### src/rtl/motor_pkg.sv
// ---------------------------------------------------------------------------
// motor_pkg
// Shared definitions for the motor PWM driver: gate FSM state encoding,
// PWM counter terminal count, ADC trigger fallback position and duty width.
// No ports (package).
// ---------------------------------------------------------------------------
package motor_pkg;

    localparam int          DUTY_W           = 8;
    localparam logic [7:0]  PWM_PERIOD_MAX   = 8'd254;
    // Mid off-time sample point used when the on-time is too short to
    // centre the ADC trigger inside it.
    localparam logic [7:0]  ADC_TRIG_OFF_POS = 8'd128;

    typedef enum logic [2:0] {
        G_OFF,
        G_LO,
        G_DT_R,
        G_HI,
        G_DT_F
    } gate_state_t;

endpackage

### src/rtl/deadtime_gate.sv
// ---------------------------------------------------------------------------
// deadtime_gate
// Complementary half-bridge gate FSM with dead-time insertion. The low side
// is always the starting point after the bridge has been off; a switch to the
// opposite side only completes once the demand has been held steady for
// DEADTIME cycles with both gates low. Gates are registered copies of the
// next state, so they never glitch and are never high together.
//
// Ports:
//   clk     in   clock
//   reset   in   synchronous active-high reset
//   raw_on  in   high-side demand from the PWM comparator
//   enable  in   bridge enable; low forces the bridge off
//   fault   in   fault present (live or latched); forces the bridge off
//   pwm_hi  out  high-side gate
//   pwm_lo  out  low-side gate
// ---------------------------------------------------------------------------
module deadtime_gate
    import motor_pkg::*;
#(
    parameter int DEADTIME = 2
) (
    input  logic clk,
    input  logic reset,
    input  logic raw_on,
    input  logic enable,
    input  logic fault,
    output logic pwm_hi,
    output logic pwm_lo
);

    // Counting down from DEADTIME-1 to 0 gives exactly DEADTIME dead cycles.
    localparam logic [3:0] DT_LOAD = 4'(DEADTIME - 1);

    gate_state_t state;
    gate_state_t state_nxt;
    logic [3:0]  dt_cnt;
    logic [3:0]  dt_cnt_nxt;
    logic        hi_nxt;
    logic        lo_nxt;

    always_comb begin
        state_nxt  = state;
        dt_cnt_nxt = dt_cnt;
        if (!enable || fault) begin
            state_nxt  = G_OFF;
            dt_cnt_nxt = 4'd0;
        end else begin
            case (state)
                G_OFF: begin
                    state_nxt = G_LO;
                end
                G_LO: begin
                    if (raw_on) begin
                        state_nxt  = G_DT_R;
                        dt_cnt_nxt = DT_LOAD;
                    end
                end
                G_DT_R: begin
                    // Demand withdrawn before the high side turned on:
                    // fall back without ever pulsing pwm_hi.
                    if (!raw_on) begin
                        state_nxt = G_LO;
                    end else if (dt_cnt == 4'd0) begin
                        state_nxt = G_HI;
                    end else begin
                        dt_cnt_nxt = dt_cnt - 4'd1;
                    end
                end
                G_HI: begin
                    if (!raw_on) begin
                        state_nxt  = G_DT_F;
                        dt_cnt_nxt = DT_LOAD;
                    end
                end
                G_DT_F: begin
                    // The low side never came on, so the high side can be
                    // re-applied immediately without a shoot-through risk.
                    if (raw_on) begin
                        state_nxt = G_HI;
                    end else if (dt_cnt == 4'd0) begin
                        state_nxt = G_LO;
                    end else begin
                        dt_cnt_nxt = dt_cnt - 4'd1;
                    end
                end
                default: begin
                    state_nxt = G_OFF;
                end
            endcase
        end
        hi_nxt = (state_nxt == G_HI);
        lo_nxt = (state_nxt == G_LO);
    end

    always_ff @(posedge clk) begin
        if (reset) begin
            state  <= G_OFF;
            dt_cnt <= 4'd0;
            pwm_hi <= 1'b0;
            pwm_lo <= 1'b0;
        end else begin
            state  <= state_nxt;
            dt_cnt <= dt_cnt_nxt;
            pwm_hi <= hi_nxt;
            pwm_lo <= lo_nxt;
        end
    end

endmodule

### src/rtl/motor_pwm_driver.sv
// ---------------------------------------------------------------------------
// motor_pwm_driver
// Converts the 8-bit duty command from the current-control loop into a
// complementary half-bridge gate pair. The duty command is clamped for
// minimum pulse width and shadow-loaded only at the end of each PWM period,
// so mid-period command changes never disturb the running period. An ADC
// trigger is emitted at the centre of the on-time, and gate faults are
// latched until explicitly cleared.
//
// Ports:
//   c20k           in   system clock
//   reset          in   synchronous active-high reset
//   MotorSignal    in   unsigned duty command (0 = off, 255 = full on)
//   enable         in   bridge enable; low forces both gates off
//   fault_in       in   gate-driver fault, active-high
//   fault_clear    in   single-cycle pulse clearing a latched fault
//   pwm_hi         out  high-side gate
//   pwm_lo         out  low-side gate
//   period_start   out  one-cycle pulse while the counter is 0
//   adc_trigger    out  one-cycle pulse at the on-time centre
//   duty_active    out  clamped duty currently applied
//   fault_latched  out  sticky fault flag
// ---------------------------------------------------------------------------
module motor_pwm_driver
    import motor_pkg::*;
#(
    parameter int DEADTIME   = 2,
    parameter int MIN_PULSE  = 2,
    parameter int PERIOD_MAX = int'(PWM_PERIOD_MAX)
) (
    input  logic              c20k,
    input  logic              reset,
    input  logic [DUTY_W-1:0] MotorSignal,
    input  logic              enable,
    input  logic              fault_in,
    input  logic              fault_clear,
    output logic              pwm_hi,
    output logic              pwm_lo,
    output logic              period_start,
    output logic              adc_trigger,
    output logic [DUTY_W-1:0] duty_active,
    output logic              fault_latched
);

    localparam logic [DUTY_W-1:0] CNT_TC = DUTY_W'(PERIOD_MAX);

    // Pulses narrower than MIN_PULSE (at either end) are not worth switching.
    function automatic logic [DUTY_W-1:0] clamp_duty(input logic [DUTY_W-1:0] d);
        if (int'(d) < MIN_PULSE) begin
            return '0;
        end else if (int'(d) > 255 - MIN_PULSE) begin
            return '1;
        end
        return d;
    endfunction

    // Short on-times cannot hold a stable sample point, so sample in the
    // middle of the off-time instead.
    function automatic logic [DUTY_W-1:0] trig_pos(input logic [DUTY_W-1:0] d);
        if (d >= DUTY_W'(4)) begin
            return d >> 1;
        end
        return ADC_TRIG_OFF_POS;
    endfunction

    logic [DUTY_W-1:0] cnt;
    logic [DUTY_W-1:0] cnt_nxt;
    logic [DUTY_W-1:0] duty_nxt;
    logic              at_tc;
    logic              raw_on;
    logic              fault_any;

    always_comb begin
        at_tc     = (cnt == CNT_TC);
        cnt_nxt   = at_tc ? '0 : cnt + DUTY_W'(1);
        duty_nxt  = at_tc ? clamp_duty(MotorSignal) : duty_active;
        raw_on    = (cnt < duty_active);
        // The live fault input is included so the bridge drops in the very
        // next cycle rather than waiting for the latch to update.
        fault_any = fault_in | fault_latched;
    end

    // Pulses are computed from next-cycle counter/duty so that they are
    // registered yet coincide with the counter value they refer to; the
    // first counter-0 cycle after reset therefore carries no period_start.
    always_ff @(posedge c20k) begin
        if (reset) begin
            cnt           <= '0;
            duty_active   <= '0;
            period_start  <= 1'b0;
            adc_trigger   <= 1'b0;
            fault_latched <= 1'b0;
        end else begin
            cnt          <= cnt_nxt;
            duty_active  <= duty_nxt;
            period_start <= (cnt_nxt == '0);
            adc_trigger  <= (cnt_nxt == trig_pos(duty_nxt));
            if (fault_in) begin
                fault_latched <= 1'b1;
            end else if (fault_clear) begin
                fault_latched <= 1'b0;
            end
        end
    end

    deadtime_gate #(
        .DEADTIME (DEADTIME)
    ) u_gate (
        .clk    (c20k),
        .reset  (reset),
        .raw_on (raw_on),
        .enable (enable),
        .fault  (fault_any),
        .pwm_hi (pwm_hi),
        .pwm_lo (pwm_lo)
    );

endmodule

### config.mk
export PLATFORM = sky130hd
export DESIGN_NAME = motor_pwm_driver
export DESIGN_NICKNAME = d
export VERILOG_FILES = /design/src/rtl/motor_pkg.sv /design/src/rtl/deadtime_gate.sv /design/src/rtl/motor_pwm_driver.sv
export SDC_FILE = /design/constraint.sdc
export NUM_CORES = 1
export LEC_CHECK = 0
export CAP_MARGIN = 5
export CORE_MARGIN = 1
export CORE_UTILIZATION = 30
export DETAILED_ROUTE_END_ITERATION = 6
export RECOVER_POWER = 25
export SETUP_SLACK_MARGIN = 0.1
export SLEW_MARGIN = 10
export SYNTH_ARGS = -nofsm -noshare
export SYNTH_HDL_FRONTEND = slang
export SYNTH_SLANG_ARGS = --single-unit
### constraint.sdc
create_clock -name c20k -period 3.18 [get_ports c20k]
set_input_delay 0.636 -clock c20k [delete_from_list [all_inputs] [get_ports c20k]]
set_output_delay 0.636 -clock c20k [all_outputs]
set_load 0.005 [all_outputs]
# Yosys cells after proc, flatten, opt, wreduce, memory -nomap -nowiden
# Cells that the tools add are included.
[word_totals]
ff_bits = 28
latchBits = 0
elab_cells = 65
rom_bits = 0
inputBits = 13
ram_bits = 0
memories = 0
[op_classes]
n_eq_ne = 12
addsub = 2
shifts = 0
mul = 0
div_mod_pow = 0
bitwise_logic = 1
order_cmp = 4
reduce_logical = 9
n_mux = 28
[ops]
columns = ["operator", "count"]
rows = [
  ["$mux 8", 8],
  ["$mux 3", 7],
  ["$mux 4", 5],
  ["$pmux 4 s4", 1],
  ["$pmux 3 s5", 1],
  ["$eq 3x2->1 const B", 3],
  ["$add 8x1->8 const B", 1],
  ["$eq 8x8->1", 1],
  ["$eq 8x8->1 const B", 1],
  ["$ge 8x3->1 const B", 1],
  ["$gt 8x8->1 const B", 1],
  ["$logic_not 8->1", 1],
  ["$lt 8x2->1 const B", 1],
  ["$lt 8x8->1", 1],
  ["$eq 3x1->1 const B", 2],
  ["$mux 1", 6],
  ["$reduce_and 5->1", 1],
  ["$logic_not 4->1", 1],
  ["$ne 2x1->1 const B", 2],
  ["$ne 2x2->1 const B", 2],
  ["$reduce_bool 4->1", 1],
  ["$sub 4x1->4 const B", 1],
  ["$eq 3x3->1 const B", 1],
  ["$logic_not 3->1", 1],
  ["other kinds (5)", 5],
]

# Logic depth before layout (Yosys ltp)
# Gate-level depths: netlist of run 1.
[logic_depth]
ltp_word = 11
mapped_depth = 11
mapped_depth_nobuf = 8

# By module
# From an unflattened synthesis of run 1, not the netlist that was laid out.
[unflattened]
hier_cells = 231
area_unflattened_um2 = 1875.5
[by_module_without_submodules]
columns = ["module", "instances", "area_each_um2", "seq_area_each_um2", "cells_each"]
rows = [
  ["motor_pwm_driver", 1, 1328.8, 380.4, 171],
  ["deadtime_gate", 1, 546.8, 180.2, 60],
]

# Worst setup path after synthesis of run 1
# OpenSTA, ideal clock, no wires.
[synth_path]
kind = "register to register"
startpoint = "register duty_active[1]"
endpoint = "register u_gate.dt_cnt[3]"
stages_incl_launch_ff = 8
t_arrival_ns = 2.229
t_required_ns = 3.118
period_less_slack_ns = 2.292
setup_slack_ns = 0.888
setup_ns = 0.062
path_cell_list = "dfxtp_1 -> inv_1 -> ha_1 -> a2111o_1 -> a31oi_4 -> mux2_2 -> a2111o_1 -> nand2_1"
[synth_via]
elab_chain_len = 3
[synth_rtl]
columns = ["item", "line_no", "source"]
rows = [
  ["start: declaration", "motor_pwm_driver.sv:41", "output logic [DUTY_W-1:0] duty_active,"],
  ["start signal: assignment", "motor_pwm_driver.sv:95", "duty_active <= duty_nxt;"],
  ["$lt 8x8->1 (*)", "motor_pwm_driver.sv:77", "raw_on = (cnt < duty_active);"],
  ["$ne 2x2->1 (no source line) / $ne 2x1->1 (equally long branches)", "--", ""],
  ["$reduce_and 5->1 (no source line) (*)", "--", ""],
  ["end signal: assignment", "deadtime_gate.sv:104", "dt_cnt <= dt_cnt_nxt;"],
  ["end: declaration", "deadtime_gate.sv:37", "logic [3:0] dt_cnt;"],
]
# Mark *: on every way between the ends. The rest lies on a longest branch, timed or not.
# A chain may end at the register's enable or synchronous reset.

# Worst setup path in the final report of run 1
# Ends and elaborated chain as after synthesis.

==> summary.md, run 1 <==
| Metric | Value |
|---|---|
| Crit path top cell by count | `a2111o_1` |
| Worst-case clock skew | `2.731 ps` |
| Ys Warns | `0` |
| Worst slew pin tran | `943.0 ps` |
| WP depth | `7` |
| Final instance area | `0.002117 sq mm` |
| Gr usage total | `0.1469` |
| Diodes inserted | `0` |
| Post-CTS setup buffers | `0` |
| Initial Utilization | `0.3159` |
| Crit-path cells | `inv_1, ha_1, a2111o_1, a31oi_1, mux2_2, a2111o_1, nand2_1` |
| Final Instance Count excl. Fillers | `317` |
| Tot Pwr | `0.6863 mW` |
| Die Area | `0.006217 sq mm` |
| Wire length per cell | `13.81 um` |
| Synth unique cells | `54` |
| CTS root buf | `clkbuf_8` |
| Slew margin rel. | `0.3713` |
| Routed WL | `4.377 mm` |
| Area growth syn-to-layout | `19.49%` |
| Setup_tns | `0 ps` |
| # port buffers | `25` |
| Worst hold margin | `488.0 ps` |
| CP Max Fanout | `10` |
| Syn Nets | `246` |
| Crit Path Category | `flip-flop to flip-flop` |
| Number of synthesized flops with an enable pin | `0` |
| Top cells by area, synth | `dfxtp_1, ha_1, nand2_1, a21oi_1, nor2_1` |
| CTS resizes | `0` |
| Fin nets | `269` |
| Vias | `1608` |
| Placed insts | `313` |
| #FFs+latches synth | `28` |
| Ys flop type | `dfxtp_1` |
| Worst hold path class | `flip-flop to flip-flop` |
| Cell row count | `27` |
| Nature of the critical path endpoint | `flip-flop` |
| Period utilisation layout | `0.8755` |
| Die H | `78.85 um` |
| Hold Crit Depth | `2` |
| CP peak stage delay | `670 ps` |
| CTS sink count | `28` |
| Antenna violation net count after detailed routing | `0` |
| Crit path time final | `2784 ps` |
| Slowest-stage cell, CP | `a31oi_1` |
| Final Wtd Congestion | `0.8420` |
| Cell count after synthesis | `223` |
| Peak Freq | `359.2 MHz` |
| Grt ovf | `0` |
| Required time of the critical path | `3410 ps` |
| Peak VDD IR | `0.0001358 V` |
| Sequential area share after synthesis | `0.3164` |
| Fin. Hold Viols | `0` |
| CTS Buf Count | `3` |
| Ys async rst share | `0` |
| CTS clk-pin slew, worst paths | `100 ps` |
| CTS tree | `yes` |
| CP delay by family, top | `compound AO/OA/AOI/OAI gates` |
| Fin. max-slew vios | `0` |
| Mean Syn Cell Area | `7.945 sq um` |
| Drt drc | `0` |
| Latest clock arrival within the worst-skew pair | `280 ps` |
| Cell taking the most area after synthesis | `dfxtp_1` |
| Initial antenna violation count | `0` |
| IO Pins | `26` |
| HPWL Detailed | `3.133 mm` |
| Largest net degree at the start of global routing | `20` |
| Crit start category | `flip-flop` |
| Worst R2R Path Depth | `7` |
| Cts hold-fix bufs | `0` |
| Yosys top cell area share | `0.3164` |
| Outcome | `finished clean` |
| Leakage power | `0.8035 nW` |
| CP Buf/Inv Count | `1` |
| H-tree levels | `1` |
| Clock Path Buffers | `2` |
| Final setup fails | `0` |
| PwrDens | `324.2 mW/mm^2` |
| First-pass GRT wire length | `7.245 mm` |
| Synthesized area | `0.001772 sq mm` |
| RSZ-0062 raised after global routing | `false` |
| R2r setup slk | `400 ps` |
| Placed cell areas | `0.002081 sq mm` |
| DR iter-0 viols | `145` |
| Number of global-route vias before repair | `1447` |
| Die W | `78.85 um` |
| Max-Cap Viols | `0` |
| Share of cells above drive strength 1 | `0.06939` |
| First-pass iteration count of the detailed router | `4` |
| Crit path arrival time | `3020 ps` |
| Drt via density | `5.073` |
| Core footprint | `0.005608 sq mm` |
==> worst min-delay path, cell delays in order (launching register included) <==
cell and delay, ps:
dfxtp_1 330, nand2_1 60, mux2i_1 60
==> final cells by class <==
type | instances | area [sq um]
fill | 623 | 3491
tap | 72 | 90.09
inverter | 13 | 48.80
sequential | 28 | 560.5
clock buffer | 4 | 55.05
multi-input combinational | 170 | 1079
timing repair buffer | 30 | 284.0
==> cells by family after synthesis <==
| family | Yosys count | share of synthesized area |
|---|---|---|
| simple gates | 90 | 0.2557 |
| buf+inv | 25 | 0.06638 |
| flops | 28 | 0.3164 |
| compound gates | 57 | 0.2189 |
| xor+xnor | 8 | 0.03955 |
| mux | 5 | 0.03248 |
| fa+ha+maj | 10 | 0.07062 |
==> sequential cells by signal, summed over array words and instances (netlist names) <==
name / count
fault_latched: 1
u_gate.pwm_hi: 1
adc_trigger: 1
u_gate.pwm_lo: 1
u_gate.state: 3
duty_active: 8
u_gate.dt_cnt: 4
period_start: 1
cnt: 8
==> synthesized netlist by cell type, types with 2 or more instances <==
library cell / instances
a2111o_1: 2
o21ai_0: 6
xnor2_1: 5
o2111ai_1: 2
nand2_1: 30
or3_1: 3
and3_1: 6
mux2i_1: 2
ha_1: 10
nand4_1: 2
nor3_1: 7
o21ai_1: 8
mux2_2: 2
nor2b_1: 3
dfxtp_1: 28
xor2_1: 3
a21oi_1: 20
o22ai_1: 2
clkbuf_1: 8
inv_1: 13
nor2_1: 16
o31ai_1: 3
nand2b_1: 4
nand3_1: 8
==> layer usage <==
layer | track usage | wire length [um] | vias to the layer above
met5 | 0 | 0 | -
met4 | 0.05273 | 66 | 0
met3 | 0.01954 | 210 | 6
met2 | 0.2009 | 1757 | 37
met1 | 0.2282 | 2342 | 725
li1 | - | - | 840
==> power breakdown <==
part	switching, mW	internal (mW)	leakage (nW)
clock	0.120	0.111	0.0288
sequential	0.00921	0.357	0.227
combinational	0.0460	0.0429	0.548
==> placed cells by master (no fill, tap or decap), types with 2 or more instances in the layout <==
master / instances
o31ai_1: 3
o21ai_0: 6
buf_4: 4
nand2_1: 30
nor2_1: 16
clkbuf_8: 4
nor2b_1: 3
xor2_1: 3
o2111ai_1: 2
or3_1: 3
and3_1: 6
a31oi_1: 2
nand4_1: 2
ha_1: 10
dfxtp_1: 28
dlygate4sd3_1: 6
inv_1: 13
nand3_1: 8
clkdlybuf4s50_1: 19
mux2i_1: 2
a21oi_1: 20
o21ai_1: 8
nor3_1: 7
nand2b_1: 4
mux2_2: 2
xnor2_1: 5
a2111o_1: 2
o22ai_1: 2
==> worst paths after layout <==
check	end	startpoint
hold / removal	u_gate.dt_cnt[1]	u_gate.dt_cnt[1]
setup reg to reg	u_gate.dt_cnt[3]	duty_active[1]
hold reg to reg	u_gate.dt_cnt[1]	u_gate.dt_cnt[1]
setup / recovery	u_gate.dt_cnt[3]	duty_active[1]
==> per-stage QoR <==
stage	utilization	worst slack (ps)
floorplan	-	888.2
global placement	0.3710	482.3
detailed placement	0.3710	451.5
CTS	0.3809	719.2
global route	0.3775	278.1
finish	0.3775	396.0
No activity file was read; power rests on OpenSTA's default activity.
==> inputs of run 2 (changes only) <==
Settings changed: PLACE_DENSITY set to 0.56, RECOVER_POWER 25 to unset, SYNTH_HIERARCHICAL set to 1.
==> run 2 against run 1 <==
  * Via count increased by 5.7%
  * Global-route usage decreased by 0.76 points
  * Sequential power about the same
  * Non-clock buffer count decreased by 1
  * Clock-buffer cell count unchanged
==> summary.md, run 2 <==
| Metric | Value |
|---|---|
| Outcome | `finished clean (unchanged)` |
| CP Max Fanout | `7 (was 10)` |
| Cell count after synthesis | `231 (was 223)` |
| #FFs+latches synth | `28 (unchanged)` |
| Initial antenna violation count | `0 (unchanged)` |
| Crit start category | `flip-flop (unchanged)` |
| Number of synthesized flops with an enable pin | `0 (unchanged)` |
| Fin. max-slew vios | `0 (unchanged)` |
| Number of global-route vias before repair | `1442 (was 1447)` |
| Initial Utilization | `0.3131 (was 0.3159)` |
| HPWL Detailed | `3.257 mm (was 3.133 mm)` |
| Top cells by area, synth | `dfxtp_1, ha_1, nand2_1, a21oi_1, nor3_1 (was dfxtp_1, ha_1, nand2_1, a21oi_1, nor2_1)` |
| Ys async rst share | `0 (unchanged)` |
| CTS root buf | `clkbuf_8 (unchanged)` |
| Wire length per cell | `13.23 um (was 13.81 um)` |
| Syn Nets | `254 (was 246)` |
| DP Worst Slack | `413.3 ps (was 451.5 ps)` |
| Peak VDD IR | `0.0001662 V (was 0.0001358 V)` |
| Synth Area in XOR/XNOR | `0.06071 (was 0.03955)` |
| Util after Layout | `0.3711 (was 0.3775)` |
| Worst-case clock skew | `4.964 ps (was 2.731 ps)` |
| First-pass GRT wire length | `7.065 mm (was 7.245 mm)` |
| Post-CTS setup buffers | `0 (unchanged)` |
| Final Wtd Congestion | `0.8809 (was 0.8420)` |
| Yosys top cell area share | `0.2989 (was 0.3164)` |
| Synthesized area | `0.001876 sq mm (was 0.001772 sq mm)` |
| CTS Buf Count | `3 (unchanged)` |
| IO Pins | `26 (unchanged)` |
| Drt drc | `0 (unchanged)` |
| Die W | `81.07 um (was 78.85 um)` |
| Leakage power | `0.8274 nW (was 0.8035 nW)` |
| Slew margin rel. | `0.7184 (was 0.3713)` |
| Final setup fails | `0 (unchanged)` |
| Final Instance Count excl. Fillers | `325 (was 317)` |
| Net Switching | `0.1716 mW (was 0.1753 mW)` |
| Worst slew pin tran | `421.9 ps (was 943.0 ps)` |
| Post-synthesis compound-gate area fraction | `0.2108 (was 0.2189)` |
| Nature of the critical path endpoint | `flip-flop (unchanged)` |
| Crit path arrival time | `2990 ps (was 3020 ps)` |
| Cell row count | `28 (was 27)` |
| Largest family of logic cells by synthesized area | `simple AND/OR/NAND/NOR gates (unchanged)` |
| Cts hold-fix bufs | `0 (unchanged)` |
| CTS clk-pin slew, worst paths | `100 ps (about the same)` |
| Vias | `1700 (was 1608)` |
| Largest net degree at the start of global routing | `21 (was 20)` |
| Peak Freq | `360.1 MHz (was 359.2 MHz)` |
| Synth unique cells | `59 (was 54)` |
| Clock Path Buffers | `2 (unchanged)` |
| Required time of the critical path | `3400 ps (was 3410 ps)` |
| Switching share of power | `0.2513 (was 0.2555)` |
| Top flop regs | `cnt: 8 flops, duty_active: 8 flops, u_gate/dt_cnt: 4 flops (was cnt: 8 flops, duty_active: 8 flops, u_gate.dt_cnt: 4 flops)` |
| Ys flop type | `dfxtp_1 (unchanged)` |
| Sequential power share | `0.536 (was 0.534)` |
| Cell taking the most area after synthesis | `dfxtp_1 (unchanged)` |
| Placed insts | `321 (was 313)` |
| H-tree levels | `1 (unchanged)` |
| Period utilisation layout | `0.8732 (was 0.8755)` |
| Mean Syn Cell Area | `8.119 sq um (was 7.945 sq um)` |
| Latest clock arrival within the worst-skew pair | `280 ps (about the same)` |
| Commonest non-fill, non-tap cell in the layout | `dfxtp_1 (was nand2_1)` |
| Internal Power | `0.5114 mW (was 0.5109 mW)` |
| Area growth syn-to-layout | `18.55% (was 19.49%)` |
| CP delay by family, top | `compound AO/OA/AOI/OAI gates (unchanged)` |
| CTS resizes | `0 (unchanged)` |
| Ys Warns | `6 (was 0)` |
| RSZ-0062 raised after global routing | `false (unchanged)` |
| Share of cells above drive strength 1 | `0.09200 (was 0.06939)` |
| PwrDens | `307.2 mW/mm^2 (was 324.2 mW/mm^2)` |
| Diodes inserted | `0 (unchanged)` |
| Top-count cell post-synth | `dfxtp_1 (was nand2_1)` |
| Worst hold path class | `flip-flop to flip-flop (unchanged)` |
| Combinational power share | `0.127 (was 0.130)` |
| CP peak stage delay | `460 ps (was 670 ps)` |
| Fin nets | `274 (was 269)` |
| Crit Path Category | `flip-flop to flip-flop (unchanged)` |
| Drt via density | `5.231 (was 5.073)` |
| Post-synthesis simple-gate area fraction | `0.2915 (was 0.2556)` |
| DR iter-0 viols | `104 (was 145)` |
| Core footprint | `0.005991 sq mm (was 0.005608 sq mm)` |
| Sequential area share after synthesis | `0.2989 (was 0.3164)` |
| Mux share of post-synthesis cell area | `0 (was 0.03249)` |
| Die Area | `0.006572 sq mm (was 0.006217 sq mm)` |
| Setup ws final | `403.2 ps (was 396.0 ps)` |
| Grt ovf | `0 (unchanged)` |
| Slowest-stage cell, CP | `dfxtp_1 (was a31oi_1)` |
| CP Buf/Inv Count | `1 (unchanged)` |
| Routed WL | `4.299 mm (was 4.377 mm)` |
| Synth top cells by count | `dfxtp_1, nand2_1, a21oi_1 (was nand2_1, dfxtp_1, a21oi_1)` |
| Antenna violation net count after detailed routing | `0 (unchanged)` |
| CTS tree | `yes (unchanged)` |
| First-pass iteration count of the detailed router | `4 (unchanged)` |
| Setup_tns | `0 ps (unchanged)` |
| Most frequent cells in the layout | `dfxtp_1, nand2_1, clkdlybuf4s50_1 (was nand2_1, dfxtp_1, a21oi_1)` |
| Crit path time final | `2777 ps (was 2784 ps)` |
| # port buffers | `25 (unchanged)` |
| Clk network pwr share | `0.337 (about the same)` |
| Max-Cap Viols | `0 (unchanged)` |
| Die H | `81.07 um (was 78.85 um)` |
| Worst hold margin | `494.8 ps (was 488.0 ps)` |
| Gr usage total | `0.1392 (was 0.1469)` |
| Post-Synth Adder-Cell Area | `0.06671 (was 0.07062)` |
| Fin. Hold Viols | `0 (unchanged)` |
| CTS sink count | `28 (unchanged)` |
| Crit-path cells | `ha_1, a21boi_0, o21a_1, o21ai_0, a21oi_1, o41ai_1, buf_4, and4bb_2, o21ai_0, or3b_2, a21oi_1 (was inv_1, ha_1, a2111o_1, a31oi_1, mux2_2, a2111o_1, nand2_1)` |
## run 2: final timing paths
path / from / end / slack, ps / cells past startpoint
max: cnt[1] / u_gate/dt_cnt[3] / 400 / 11
min: u_gate/dt_cnt[3] / u_gate/dt_cnt[3] / 490 / 2
max reg2reg: cnt[1] / u_gate/dt_cnt[3] / 400 / 11
min reg2reg: u_gate/dt_cnt[3] / u_gate/dt_cnt[3] / 490 / 2
## run 2: final cells by class
cell class                 count  area, sq um
inverter                      14        52.55
timing repair buffer          29        280.3
clock buffer                   4        55.05
tap                           75        93.84
sequential                    28        560.5
multi-input combinational    175         1181
fill                         610         3767
## run 2: metrics by stage
step / total power [mW] / cell area [sq um]
final: 0.6830 / 2223
after global routing: 0.7140 / 2223
after CTS: 0.6896 / 2223
after detailed placement: 0.4610 / 2168
after global placement: 0.4611 / 2168
after floorplan: 0.4230 / 1876
## run 2: layer usage
layer  track usage  routed length (um)
met2        0.2176                1910
met3       0.02360                 180
met4       0.04821                  76
met1        0.1915                2131
met5             0                   0
## run 2: logic make-up after synthesis
| family | count (synthesis) |
|---|---|
| simple gates | 94 |
| xor+xnor | 13 |
| fa+ha+maj | 10 |
| compound gates | 58 |
| buf+inv | 28 |
| flops | 28 |
## run 2: worst min-delay path: stages (launching register included)
cell and delay [ps]:
dfxtp_1 330, nand3_1 70, a21oi_1 60
## run 2: power by group through the flow
stage	Combinational, mW	Sequential, mW	Clock [mW]
6_report	0.0868	0.366	0.230
3_3_place_gp	0.0871	0.374	0
4_1_cts	0.0870	0.366	0.236
2_1_floorplan	0.0543	0.369	0
5_1_grt	0.0958	0.368	0.250
3_5_place_dp	0.0865	0.374	0
==> inputs of run 3 (changes only) <==
Settings changed: DONT_BUFFER_PORTS set to 1, PLACE_DENSITY 0.56 to 0.51.
==> run 3 against run 2 <==
  * Combinational power fell by 28%
  * Clock power fell by 15%
  * Worst setup slack improved by 41 ps
  * Non-clock buffer count fell by 26
  * Clock-buffer cell count fell by 1
  * Flip-flop and latch count did not move
  * Critical endpoint is now u_gate/dt_cnt[1]
  * Highest routed layer unchanged
==> summary.md, run 3 (same netlist as run 2, synthesis figures left out) <==
| Metric | Value |
|---|---|
| PwrDens | `318.1 mW/mm^2 (was 307.2 mW/mm^2)` |
| Cell row count | `28 (unchanged)` |
| Antenna violation net count after detailed routing | `0 (unchanged)` |
| Max-Cap Viols | `0 (unchanged)` |
| Clk network pwr share | `0.314 (was 0.337)` |
| First-pass GRT wire length | `6.927 mm (was 7.065 mm)` |
| Post-CTS setup buffers | `0 (unchanged)` |
| Grt met2 use | `0.2134 (was 0.2176)` |
| Final setup fails | `0 (unchanged)` |
| Core footprint | `0.005991 sq mm (unchanged)` |
| Combinational power share | `0.100 (was 0.127)` |
| Largest net degree at the start of global routing | `22 (was 21)` |
| Top flop regs | `cnt: 8 flops, duty_active: 8 flops, u_gate/dt_cnt: 4 flops (unchanged)` |
| Commonest non-fill, non-tap cell in the layout | `dfxtp_1 (unchanged)` |
| Die W | `81.07 um (unchanged)` |
| Initial Utilization | `0.3131 (unchanged)` |
| Peak Freq | `365.5 MHz (was 360.1 MHz)` |
| Crit start category | `flip-flop (unchanged)` |
| Drt drc | `0 (unchanged)` |
| CTS sink count | `28 (unchanged)` |
| Clock Path Buffers | `2 (unchanged)` |
| First-pass iteration count of the detailed router | `4 (unchanged)` |
| CP peak stage delay | `480 ps (was 460 ps)` |
| Final Wtd Congestion | `0.8715 (was 0.8809)` |
| Area growth syn-to-layout | `4.470% (was 18.55%)` |
| Gr usage total | `0.1370 (was 0.1392)` |
| CTS Buf Count | `3 (unchanged)` |
| Peak VDD IR | `0.0001716 V (was 0.0001662 V)` |
| Util after Layout | `0.3271 (was 0.3711)` |
| IO Pins | `26 (unchanged)` |
| Crit path top cell by count | `a21oi_1` |
| CP Max Fanout | `7 (unchanged)` |
| Sequential power share | `0.586 (was 0.536)` |
| RSZ-0062 raised after global routing | `false (unchanged)` |
| Internal Power | `0.4700 mW (was 0.5114 mW)` |
| Fin. max-slew vios | `0 (unchanged)` |
| Grt ovf | `0 (unchanged)` |
| Switching share of power | `0.2459 (was 0.2513)` |
| Outcome | `finished clean (unchanged)` |
| CTS tree | `yes (unchanged)` |
| GR peak layer | `met2 (unchanged)` |
| Slowest-stage cell, CP | `dfxtp_1 (unchanged)` |
| Initial antenna violation count | `0 (unchanged)` |
| HPWL Detailed | `3.168 mm (was 3.257 mm)` |
| Nature of the critical path endpoint | `flip-flop (unchanged)` |
| CTS clk-pin slew, worst paths | `100 ps (about the same)` |
| CTS root buf | `clkbuf_8 (unchanged)` |
| Leakage power | `0.7307 nW (was 0.8274 nW)` |
| Worst-case clock skew | `4.875 ps (was 4.964 ps)` |
| Vias | `1605 (was 1700)` |
| H-tree levels | `1 (unchanged)` |
| Die H | `81.07 um (unchanged)` |
| Grt met1 use | `0.1876 (was 0.1915)` |
| Crit path time final | `2736 ps (was 2777 ps)` |
| Setup_tns | `0 ps (unchanged)` |
| Wire length per cell | `14.43 um (was 13.23 um)` |
| Share of cells above drive strength 1 | `0.09865 (was 0.09200)` |
| Most frequent cells in the layout | `dfxtp_1, nand2_1, a21oi_1 (was dfxtp_1, nand2_1, clkdlybuf4s50_1)` |
| Worst slew pin tran | `445.2 ps (was 421.9 ps)` |
| DR iter-0 viols | `98 (was 104)` |
| Crit path arrival time | `2950 ps (was 2990 ps)` |
| Diodes inserted | `0 (unchanged)` |
| Fin. Hold Viols | `0 (unchanged)` |
| Required time of the critical path | `3400 ps (about the same)` |
| Die Area | `0.006572 sq mm (unchanged)` |
| CP delay by family, top | `compound AO/OA/AOI/OAI gates (unchanged)` |
| Period utilisation layout | `0.8603 (was 0.8732)` |
| Number of global-route vias before repair | `1483 (was 1442)` |
| Latest clock arrival within the worst-skew pair | `270 ps (was 280 ps)` |
| # port buffers | `0 (was 25)` |
| Routed WL | `4.299 mm (unchanged)` |
| Net Switching | `0.1532 mW (was 0.1716 mW)` |
| CP Buf/Inv Count | `1 (unchanged)` |
| Slew margin rel. | `0.7026 (was 0.7184)` |
| Worst hold path class | `input port to flip-flop (was flip-flop to flip-flop)` |
| Fin nets | `248 (was 274)` |
| GR Layer Usage met3 | `0.03596 (was 0.02360)` |
| Crit Path Category | `flip-flop to flip-flop (unchanged)` |
| Crit-path cells | `ha_1, a21boi_0, o21a_1, o21ai_0, a21oi_1, o41ai_2, buf_4, xor2_1, a22oi_1, a2111o_1, a21oi_1 (was ha_1, a21boi_0, o21a_1, o21ai_0, a21oi_1, o41ai_1, buf_4, and4bb_2, o21ai_0, or3b_2, a21oi_1)` |
| Drt via density | `5.386 (was 5.231)` |
run 3: cell types whose count changed in the layout (fill, tap and decap cells not counted), sizes merged:
| cell | delta |
|---|---|
| buf | -1 |
| clkbuf | -1 |
| clkdlybuf4s50 | -25 |
run 3: what timing repair did:
item                       4_1_cts  5_1_grt
setup endpoints to repair        0        1
hold buffers                     0        0
gates resized for setup          0        1
run 3: power groups by stage:
stage               Sequential (mW)  Combinational (mW)  Clock, mW
finish                        0.365              0.0625      0.196
global route                  0.366              0.0711      0.222
CTS                           0.365              0.0618      0.204
detailed placement            0.373              0.0615          0
global placement              0.373              0.0614          0
floorplan                     0.369              0.0543          0
run 3: metal layers:
metal | vias up | share of wire
met5 | - | 0
met4 | 0 | 0.011
met2 | 38 | 0.43
li1 | 818 | -
met3 | 4 | 0.054
met1 | 745 | 0.50
run 3: area by class of cell:
type / count / area, sq um
Timing Repair Buffer: 3 / 22.52
Inverter: 14 / 52.55
Tap cell: 75 / 93.84
Fill cell: 650 / 4031
Clock buffer: 3 / 41.29
Multi-Input combinational cell: 175 / 1189
Sequential cell: 28 / 560.5
run 3: path summary, 6_finish.rpt:
check / cells past startpoint / slack, ps / to / start
hold / removal: 1 / 420 / fault_latched / reset
setup / recovery: 11 / 440 / u_gate/dt_cnt[1] / cnt[1]
setup reg to reg: 11 / 440 / u_gate/dt_cnt[1] / cnt[1]
hold reg to reg: 2 / 500 / u_gate/dt_cnt[3] / u_gate/dt_cnt[3]
run 3: per-stage QoR:
step	cells	hold WS, ps	cell area (sq um)	worst slack, ps	total power, mW
detailed placement	295	480.5	1911	386.2	0.4347
floorplan	231	450.9	1876	103.7	0.4230
CTS	298	412.9	1952	332.5	0.6308
finish	298	419.1	1959	444.4	0.6232
global route	298	399.9	1959	196.7	0.6589
global placement	295	470.3	1911	413.3	0.4344
